--- config.mk ---
export PLATFORM = sky130hd
export DESIGN_NAME = dlsc_pcie_s6_inbound_cpl_tlp
export DESIGN_NICKNAME = d
export VERILOG_FILES = /design/src/rtl/dlsc_pcie_s6_pkg.sv /design/src/rtl/dlsc_rvh_fifo.sv /design/src/rtl/dlsc_pcie_s6_inbound_cpl_tlp.sv
export SDC_FILE = /design/constraint.sdc
export NUM_CORES = 1
export LEC_CHECK = 0
export ABC_AREA = 1
export CELL_PAD_IN_SITES_DETAIL_PLACEMENT = 1
export CELL_PAD_IN_SITES_GLOBAL_PLACEMENT = 1
export CORE_UTILIZATION = 48
export CTS_CLUSTER_SIZE = 20
export DETAILED_ROUTE_END_ITERATION = 10
export PLACE_DENSITY_LB_ADDON = 0.2
export SLEW_MARGIN = 20
export SYNTH_ARGS = -nofsm -noshare
export SYNTH_HDL_FRONTEND = slang
export SYNTH_SLANG_ARGS = --single-unit
export TNS_END_PERCENT = 1
--- constraint.sdc ---
create_clock -name clk -period 3.2 [get_ports clk]
set_clock_uncertainty 0.05 [all_clocks]
set_input_delay 0.32 -clock clk [delete_from_list [all_inputs] [get_ports clk]]
set_output_delay 0.32 -clock clk [all_outputs]
set_load 0.03 [all_outputs]
--- src/rtl/dlsc_pcie_s6_pkg.sv ---
// Shared PCIe completion constants: TLP byte-0 codes, completion status codes,
// AXI response codes and the requester-context record queued per read.
package dlsc_pcie_s6_pkg;

  localparam logic [7:0] TLP_CPL  = 8'h0A;
  localparam logic [7:0] TLP_CPLD = 8'h4A;

  typedef enum logic [2:0] {
    CPL_SC = 3'b000,
    CPL_UR = 3'b001,
    CPL_CA = 3'b100
  } cpl_status_t;

  typedef enum logic [1:0] {
    AXI_OKAY   = 2'b00,
    AXI_EXOKAY = 2'b01,
    AXI_SLVERR = 2'b10,
    AXI_DECERR = 2'b11
  } axi_resp_t;

  typedef enum logic [2:0] {
    ST_IDLE,
    ST_H0,
    ST_H1,
    ST_H2,
    ST_DATA,
    ST_DRAIN
  } cpl_state_t;

  typedef struct packed {
    logic [15:0] req_id;
    logic [7:0]  tag;
    logic [2:0]  tc;
    logic [1:0]  attr;
  } cpl_ctx_t;

  localparam int CTX_W = $bits(cpl_ctx_t);

  // Anything that is neither OKAY nor DECERR is reported as Completer Abort.
  function automatic cpl_status_t resp_to_status(input logic [1:0] resp);
    case (resp)
      AXI_OKAY:   return CPL_SC;
      AXI_DECERR: return CPL_UR;
      default:    return CPL_CA;
    endcase
  endfunction

endpackage

--- src/rtl/dlsc_rvh_fifo.sv ---
// First-word-fall-through ready/valid FIFO; DEPTH must be a power of two.
module dlsc_rvh_fifo #(
  parameter int DATA  = 29,
  parameter int DEPTH = 16
) (
  input  logic            clk,
  input  logic            rst_n,
  output logic            in_ready,
  input  logic            in_valid,
  input  logic [DATA-1:0] in_data,
  input  logic            out_ready,
  output logic            out_valid,
  output logic [DATA-1:0] out_data
);

  localparam int ADDR = (DEPTH > 1) ? $clog2(DEPTH) : 1;
  localparam logic [ADDR:0] FULL_CNT = (ADDR+1)'(DEPTH);

  logic [DATA-1:0] mem [DEPTH];
  logic [ADDR-1:0] wr_ptr;
  logic [ADDR-1:0] rd_ptr;
  logic [ADDR:0]   cnt;
  logic            push;
  logic            pop;

  assign in_ready  = (cnt != FULL_CNT);
  assign out_valid = (cnt != '0);
  assign out_data  = mem[rd_ptr];
  assign push      = in_valid && in_ready;
  assign pop       = out_ready && out_valid;

  always_ff @(posedge clk or negedge rst_n) begin
    if (!rst_n) begin
      wr_ptr <= '0;
      rd_ptr <= '0;
      cnt    <= '0;
    end else begin
      if (push) wr_ptr <= wr_ptr + 1'b1;
      if (pop)  rd_ptr <= rd_ptr + 1'b1;
      case ({push, pop})
        2'b10:   cnt <= cnt + 1'b1;
        2'b01:   cnt <= cnt - 1'b1;
        default: cnt <= cnt;
      endcase
    end
  end

  always_ff @(posedge clk) begin
    if (push) mem[wr_ptr] <= in_data;
  end

endmodule

--- src/rtl/dlsc_pcie_s6_inbound_cpl_tlp.sv ---
// Builds 3DW Cpl/CplD TLPs from completion headers, payload and queued
// requester context, streaming them as 32-bit words toward the TX arbiter.
module dlsc_pcie_s6_inbound_cpl_tlp
  import dlsc_pcie_s6_pkg::*;
#(
  parameter int CTXA = 4
) (
  input  logic        clk,
  input  logic        rst_n,
  input  logic [15:0] completer_id,
  output logic        ctx_ready,
  input  logic        ctx_valid,
  input  logic [15:0] ctx_req_id,
  input  logic [7:0]  ctx_tag,
  input  logic [2:0]  ctx_tc,
  input  logic [1:0]  ctx_attr,
  output logic        cpl_h_ready,
  input  logic        cpl_h_valid,
  input  logic [6:0]  cpl_h_addr,
  input  logic [9:0]  cpl_h_len,
  input  logic [11:0] cpl_h_bytes,
  input  logic        cpl_h_last,
  input  logic [1:0]  cpl_h_resp,
  output logic        cpl_d_ready,
  input  logic        cpl_d_valid,
  input  logic [31:0] cpl_d_data,
  input  logic        cpl_d_last,
  input  logic        tlp_ready,
  output logic        tlp_valid,
  output logic [31:0] tlp_data,
  output logic        tlp_last,
  output logic        err_framing
);

  cpl_state_t  state;
  cpl_state_t  state_nxt;
  cpl_ctx_t    ctx_in;
  cpl_ctx_t    ctx_head;
  logic        ctx_head_valid;
  logic        ctx_pop;

  cpl_ctx_t    ctx_lat;
  logic [15:0] cid_lat;
  logic [6:0]  addr_lat;
  logic [9:0]  len_lat;
  logic [11:0] bytes_lat;
  logic        last_lat;
  logic        err_lat;
  cpl_status_t status_lat;

  logic [9:0]  cnt;
  logic        kill;
  logic        hdr_pop;
  logic        d_xfer;
  logic        cnt_end;
  logic        done;

  assign ctx_in = {ctx_req_id, ctx_tag, ctx_tc, ctx_attr};

  dlsc_rvh_fifo #(
    .DATA  (CTX_W),
    .DEPTH (1 << CTXA)
  ) u_ctx_fifo (
    .clk       (clk),
    .rst_n     (rst_n),
    .in_ready  (ctx_ready),
    .in_valid  (ctx_valid),
    .in_data   (ctx_in),
    .out_ready (ctx_pop),
    .out_valid (ctx_head_valid),
    .out_data  (ctx_head)
  );

  assign hdr_pop = (state == ST_IDLE) && cpl_h_valid && ctx_head_valid;
  // The 10-bit count wraps to 0 on the 1024th DW, matching the len==0 encoding.
  assign cnt_end = (cnt == len_lat);
  assign d_xfer  = cpl_d_valid && cpl_d_ready;
  assign done    = d_xfer && cnt_end;
  assign ctx_pop = done && last_lat;

  always_ff @(posedge clk or negedge rst_n) begin
    if (!rst_n) state <= ST_IDLE;
    else        state <= state_nxt;
  end

  always_comb begin
    state_nxt = state;
    case (state)
      ST_IDLE:  if (hdr_pop)   state_nxt = kill ? ST_DRAIN : ST_H0;
      ST_H0:    if (tlp_ready) state_nxt = ST_H1;
      ST_H1:    if (tlp_ready) state_nxt = ST_H2;
      ST_H2:    if (tlp_ready) state_nxt = err_lat ? ST_DRAIN : ST_DATA;
      ST_DATA:  if (done)      state_nxt = ST_IDLE;
      ST_DRAIN: if (done)      state_nxt = ST_IDLE;
      default:                 state_nxt = ST_IDLE;
    endcase
  end

  always_comb begin
    cpl_h_ready = 1'b0;
    cpl_d_ready = 1'b0;
    tlp_valid   = 1'b0;
    tlp_last    = 1'b0;
    tlp_data    = '0;
    case (state)
      ST_IDLE: cpl_h_ready = hdr_pop;
      ST_H0: begin
        tlp_valid = 1'b1;
        tlp_data  = {err_lat ? TLP_CPL : TLP_CPLD, 1'b0, ctx_lat.tc, 4'b0,
                     2'b00, ctx_lat.attr, 2'b00, err_lat ? 10'd0 : len_lat};
      end
      ST_H1: begin
        tlp_valid = 1'b1;
        tlp_data  = {cid_lat, status_lat, 1'b0, bytes_lat};
      end
      ST_H2: begin
        tlp_valid = 1'b1;
        tlp_data  = {ctx_lat.req_id, ctx_lat.tag, 1'b0, addr_lat};
        tlp_last  = err_lat;
      end
      ST_DATA: begin
        tlp_valid   = cpl_d_valid;
        cpl_d_ready = tlp_ready;
        tlp_data    = cpl_d_data;
        tlp_last    = cnt_end;
      end
      ST_DRAIN: cpl_d_ready = 1'b1;
      default: ;
    endcase
  end

  always_ff @(posedge clk or negedge rst_n) begin
    if (!rst_n) begin
      cnt         <= 10'd1;
      kill        <= 1'b0;
      err_framing <= 1'b0;
    end else begin
      if (hdr_pop)     cnt <= 10'd1;
      else if (d_xfer) cnt <= cnt + 10'd1;
      // An errored partial completion poisons the rest of its request.
      if (ctx_pop)
        kill <= 1'b0;
      else if (hdr_pop && !kill && (cpl_h_resp != AXI_OKAY) && !cpl_h_last)
        kill <= 1'b1;
      if (d_xfer && (cpl_d_last != cnt_end)) err_framing <= 1'b1;
    end
  end

  always_ff @(posedge clk) begin
    if (hdr_pop) begin
      ctx_lat    <= ctx_head;
      cid_lat    <= completer_id;
      addr_lat   <= cpl_h_addr;
      len_lat    <= cpl_h_len;
      bytes_lat  <= cpl_h_bytes;
      last_lat   <= cpl_h_last;
      err_lat    <= (cpl_h_resp != AXI_OKAY);
      status_lat <= resp_to_status(cpl_h_resp);
    end
  end

endmodule

==> results of run 1 <==
timing repair:
action / CTS / global route
pin swaps: 0 / 0
gates resized for setup: 10 / 7
hold buffers: 0 / 1
endpoints found under the hold margin: 0 / 17
setup endpoints to repair: 28 / 21
power by group through the flow:
stage / logic, mW / clock network, mW / registers [mW]
4_1_cts: 3.36 / 6.83 / 9.46
3_5_place_dp: 3.38 / 0 / 9.61
6_report: 3.33 / 6.72 / 9.46
5_1_grt: 3.58 / 7.06 / 9.52
3_3_place_gp: 3.28 / 0 / 9.55
2_1_floorplan: 1.77 / 0 / 9.53
Yosys cell counts, types with 2 or more instances:
| master | number | area share [%] |
|---|---|---|
| a21oi_1 | 14 | 0.30 |
| a22o_1 | 2 | 0.075 |
| a22oi_1 | 7 | 0.23 |
| buf_1 | 6 | 0.097 |
| buf_12 | 2 | 0.17 |
| buf_2 | 30 | 0.65 |
| buf_4 | 8 | 0.26 |
| buf_6 | 6 | 0.29 |
| buf_8 | 2 | 0.13 |
| clkbuf_1 | 51 | 0.82 |
| clkinv_1 | 2 | 0.032 |
| dfrtp_1 | 27 | 2.9 |
| edfxtp_1 | 542 | 70 |
| ha_1 | 12 | 0.65 |
| inv_1 | 48 | 0.78 |
| inv_2 | 6 | 0.097 |
| nand2_1 | 195 | 3.2 |
| nand3_1 | 56 | 1.2 |
| nand3_2 | 2 | 0.086 |
| nand4_1 | 16 | 0.43 |
| nor2_1 | 364 | 5.9 |
| nor2_2 | 20 | 0.54 |
| nor2_4 | 2 | 0.097 |
| nor3_1 | 8 | 0.17 |
| o211ai_1 | 115 | 3.7 |
| o211ai_2 | 2 | 0.11 |
| o21ai_0 | 219 | 4.7 |
| o21ai_1 | 57 | 1.2 |
| o21ai_2 | 4 | 0.15 |
| xor2_1 | 5 | 0.19 |
metal layers:
metal / share of wire (%) / vias to the layer above
li1: - / 6996
met1: 43 / 7930
met2: 50 / 464
met3: 5.1 / 110
met4: 2.3 / 0
met5: 0 / -
final cells by class:
type	instances	share of cell area, %
tap	615	2.79
clock inverter	38	1.38
antenna	1	0.00906
multi-input combinational	1114	20.2
timing repair buffer	211	7.85
clock buffer	71	5.47
inverter	57	0.820
sequential	570	61.5
flip-flops by register name, summed over array words and instances (netlist names):
register	cells
u_ctx_fifo.rd_ptr	4
kill	1
state	3
u_ctx_fifo.mem	464
status_lat	2
u_ctx_fifo.cnt	5
len_lat	10
cid_lat	16
err_framing	1
u_ctx_fifo.wr_ptr	4
addr_lat	7
ctx_lat	29
last_lat	1
cnt	10
err_lat	1
bytes_lat	12
logic make-up (layout without fill, tap and decap cells):
family	count (synthesis)	after routing	share of synthesized area [%]
and+or+nand+nor	670	670	11.8
DFF	570	570	73.1
AOI/OAI and AO/OA	425	425	10.7
buffers and inverters	162	377	3.37
adders and majority gates	13	13	0.733
xor gates and xnor gates	6	6	0.226
other	0	1	0
stage by stage:
stage,worst slack [ns],hold WS (ns),area [um2],cells
floorplan,0.248,-0.0256,23200,1846
CTS,0.0165,0.182,27600,2675
global route,-0.0382,0.189,27600,2676
finish,0.130,0.153,27600,2677
global placement,0.234,0.414,25700,2566
detailed placement,0.160,0.419,25700,2566
final timing paths:
check	from	endpoint	cells after the start
min in group clk	completer_id[6]	cid_lat[6]	1
min	rst_n	u_ctx_fifo.wr_ptr[3]	2
min reg2reg	err_framing	err_framing	1
max in group asynchronous	rst_n	u_ctx_fifo.cnt[2]	3
max reg2reg	cnt[0]	u_ctx_fifo.cnt[4]	18
max	state[2]	tlp_data[30]	7
==> results.yml, run 1 <==
power:
  p_leak_nw: 9.30
  power_frac_comb_pct: 17.0
  power.density_nw_per_um2: 706
  p_switching_mw: 5.49
  fin_total_pwr_mw: 19.5
  vdd_ir_drop_max_mv: 0.528
  p_int_mw: 14.0
  p_clk_share_pct: 34.5
  netSwitchingFraction_pct: 28.2
  seq_power_share_pct: 48.5
place:
  gp_congestion: 0.818
  hpwlAfterDp_mm: 39.0
  port_buffers: 153
timing:
  min_period_ns: 3.07
  hold_viol_final: 0
  rsz0062_at_grt: "yes"
  finalSetupTns_ns: 0
  slew_viol_final: 0
  max_freq_ghz: 0.326
  setup_viol: 0
  tightestPinTransition_ns: 0.696
  relSlewSlack_pct: 53.6
  timing.final.crit_share_pct: 95.9
grt:
  grtUsageMet3_pct: 3.84
  use_met2_pct: 45.6
  met1_usage_pct: 35.5
  grt-ovfl-total: 0
  grt_pass1_wl_mm: 98.9
  grt.total_usage_pct: 26.7
  grt.busiest_layer: "met2"
  grt_max_degree: 91
  grt_pass1_vias: 16400
  antenna_found_initial: 3
logic_synthesis:
  avgSynthCellArea_um2: 12.6
  synth_edf_count: 542
  synth.ff_latch_count: 570
  synth_warnings: 0
  synth_fp_nets: 1975
  netlist_area_um2: 23200
  synthArstFlopShare_pct: 4.91
  ys_types: 46
  synth_cells: 1846
  synthFlopType: "edfxtp_1"
  yosysSeqAreaShare_pct: 73.1
worst_setup_path:
  end_kind: "output pin"
  critPathRequiredTime_ns: 2.83
  critical-path-top-delay-family: "buffers and inverters"
  cp_num_buf_inv: 4
  critical_path_class: "register to output pin"
  cpPeakStageDelay_ns: 0.61
  cp_cell_sequence: "inv_1 > nand3_1 > clkinvlp_4 > buf_6 > nand2_1 > nand4_1 > clkdlybuf4s50_1"
  cp.arrival_ns: 2.70
  crit_path_start_kind: "register"
  crit_fanout: 20
  reg2reg_slack_ns: 0.23
  crit_slowest_cell: "clkdlybuf4s50_1"
layout:
  final_cell_mix: "edfxtp_1, nor2_1, o21ai_0"
  fillers: 4721
  seqCellArea_um2: 17000
  drive_gt1_share_pct: 10.1
  syn_to_final_growth_pct: 19.0
  final_common_cell: "edfxtp_1"
  multi_input_area_um2: 5580
  post-route-util_pct: 57.9
  nNetsFinal: 2141
route:
  dr.pass1.iters: 5
  ant_nets: 0
  routedWlPerCell_um: 24.3
  vias_per_cell: 5.79
  drt_wl_total_mm: 65.1
  vias: 15500
  first_iter_violations: 1209
  route.detailed.drc: 0
clock_network:
  cts_tree: "built"
  postCtsSetupBuffers: 0
  h-tree-depth: 2
  cts.clk_slew.worst_paths_ns: 0.06
  numCtsBuffers: 58
  cts_root_buf: "clkbuf_16"
  clockBufferDepth: 3
  clk_latency_ns: 0.64
  cts_sinks: 570
floorplan:
  chipWidth_um: 222
  io_pins: 154
  start_util_pct: 48.6
  rows: 80
  coreArea_um2: 47700
  die_h_um: 222
  die-area_um2: 49200
worst_hold_path:
  hp-class: "input port to async pin"
status:
  outcome: "complete, no violations"
job:
  drv_cap: 0
Power figures use the tool's default switching activity.
==> inputs of run 2 (changes only) <==
PLACE_DENSITY = 0.83   (was unset)
PLACE_DENSITY_LB_ADDON = unset   (was 0.2)
==> run 2 against run 1 <==
Wire length increased by 5.1%. Critical path depth decreased by 1. Total power decreased by 0.24%. Largest cell class unchanged. First-iteration DRC count increased by 15%. Combinational power increased by 3%. Maximum frequency decreased by 1.1%. Global-route usage increased by 1.2 points. Sequential cell count unchanged. Core utilization decreased by 0.19 points. Highest routed layer is now met5. Hold slack got worse by 0.085 ns. Non-clock buffer count decreased by 8.
==> results.yml, run 2 (synthesis results as in run 1) <==
status:
  outcome: "complete, no violations"
layout:
  fin_cells: 2663
  multi_input_area_um2: 5590
  final_common_cell: "edfxtp_1"
  seqCellArea_um2: 17000
  syn_to_final_growth_pct: 18.6
  drive_gt1_share_pct: 9.38
  final_cell_mix: "edfxtp_1, nor2_1, o21ai_0"
  largest_reg_flops: 464
  final_area_um2: 27500
  fillers: 4704
  post-route-util_pct: 57.7
  top_register: "u_ctx_fifo.mem"
  largestRegisters: "u_ctx_fifo.mem x464, ctx_lat x29, cid_lat x16"
  nNetsFinal: 2131
  n_antenna_cell: 0
worst_setup_path:
  crit_slowest_cell: "clkdlybuf4s50_1"
  cp_num_buf_inv: 3
  end_kind: "output pin"
  cp_cell_sequence: "inv_2 > nor3_4 > inv_1 > or2_1 > o2111ai_1 > clkdlybuf4s50_1"
  cp.arrival_ns: 2.74
  critical_path_class: "register to output pin"
  cpPeakStageDelay_ns: 0.71
  crit_path_start_kind: "register"
  critPathRequiredTime_ns: 2.83
  critical-path-top-delay-family: "buffers and inverters"
  crit_fanout: 8
floorplan:
  rows: 80
  start_util_pct: 48.6
  chipWidth_um: 222
  coreArea_um2: 47700
  die-area_um2: 49200
  io_pins: 154
  die_h_um: 222
power:
  fin_total_pwr_mw: 19.5
  vdd_ir_drop_max_mv: 0.458
  power.density_nw_per_um2: 707
  p_leak_nw: 9.18
route:
  vias_per_cell: 5.95
  ant_nets: 0
  drt_wl_total_mm: 68.4
  first_iter_violations: 1394
  route.detailed.drc: 0
  dr.pass1.iters: 5
  vias: 15800
  routedWlPerCell_um: 25.7
grt:
  grt.total_usage_pct: 27.8
  grt_max_degree: 236
  grt.busiest_layer: "met2"
  grt_pass1_vias: 16800
  met1_usage_pct: 34.0
  use_met2_pct: 48.4
  antenna_found_initial: 5
  grtUsageMet3_pct: 5.55
  grt-ovfl-total: 0
  grt_pass1_wl_mm: 102
timing:
  hold_ws_ns: 0.0677
  timing.final.crit_share_pct: 97.0
  finalSetupTns_ns: 0
  rsz0062_at_grt: "yes"
  relSlewSlack_pct: 33.0
  setup_viol: 0
  max_freq_ghz: 0.322
  hold_viol_final: 0
  fin_ws_ns: 0.0947
  tightestPinTransition_ns: 1.00
  slew_viol_final: 0
  min_period_ns: 3.11
clock_network:
  clk_latency_ns: 0.62
  cts_tree: "built"
  postCtsSetupBuffers: 0
  h-tree-depth: 2
  numCtsBuffers: 56
  cts.clk_slew.worst_paths_ns: 0.06
  clockBufferDepth: 3
  cts_hold_repair.buffers: 0
  cts_root_buf: "clkbuf_16"
  cts_sinks: 570
job:
  drv_cap: 0
worst_hold_path:
  hp-class: "input port to async pin"
place:
  place_ws_ns: 0.100
  place_area_um2: 25700
  gp_congestion: 0.849
  hpwlAfterDp_mm: 40.9
  place_inst: 2559
  port_buffers: 153
run 2: where the power goes:
| group | leakage [nW] | switching, mW | internal, mW | total, mW |
|---|---|---|---|---|
| sequential | 5.26 | 0.357 | 9.14 | 9.50 |
| clock | 0.877 | 2.81 | 3.72 | 6.53 |
| combinational | 3.04 | 2.37 | 1.06 | 3.43 |
run 2: worst register-to-register path, delay by kind of cell, from the launching register on:
kind                     cells  cell delay (ns)
adder cells (fa/ha/maj)      2             0.60
AND/OR/NAND/NOR             10             0.98
AO/OA/AOI/OAI                1             0.19
XOR/XNOR                     1             0.15
buffers and inverters        4             0.37
flip-flops                   1             0.55
run 2: worst paths after layout:
check	slack, ns	depth (start not counted)	start	end
max in group asynchronous	2.34	2	rst_n	cnt[0]
worst max-delay path	0.09	6	state[0]	tlp_data[1]
min in group clk	0.21	1	completer_id[1]	cid_lat[1]
worst max register to register	0.22	18	cnt[0]	u_ctx_fifo.cnt[4]
worst min register to register	0.43	1	err_framing	err_framing
worst min-delay path	0.07	1	rst_n	u_ctx_fifo.cnt[4]
run 2: layer usage:
metal | up-vias | routed length [um]
met1 | 8019 | 26700
met2 | 678 | 34500
li1 | 6982 | -
met5 | - | 76
met3 | 158 | 4700
met4 | 10 | 2420
run 2: what timing repair did:
item                       CTS  global route
hold endpoints to repair     0             0
setup endpoints to repair   10            24
resized for setup            9             5
run 2: cell type report:
| type | instances | area share, % |
|---|---|---|
| multi-input combinational | 1114 | 20.3 |
| tap | 615 | 2.79 |
| clock buffer | 70 | 5.32 |
| clock inverter | 34 | 1.22 |
| sequential | 570 | 61.7 |
| inverter | 57 | 0.809 |
| timing repair buffer | 203 | 7.87 |
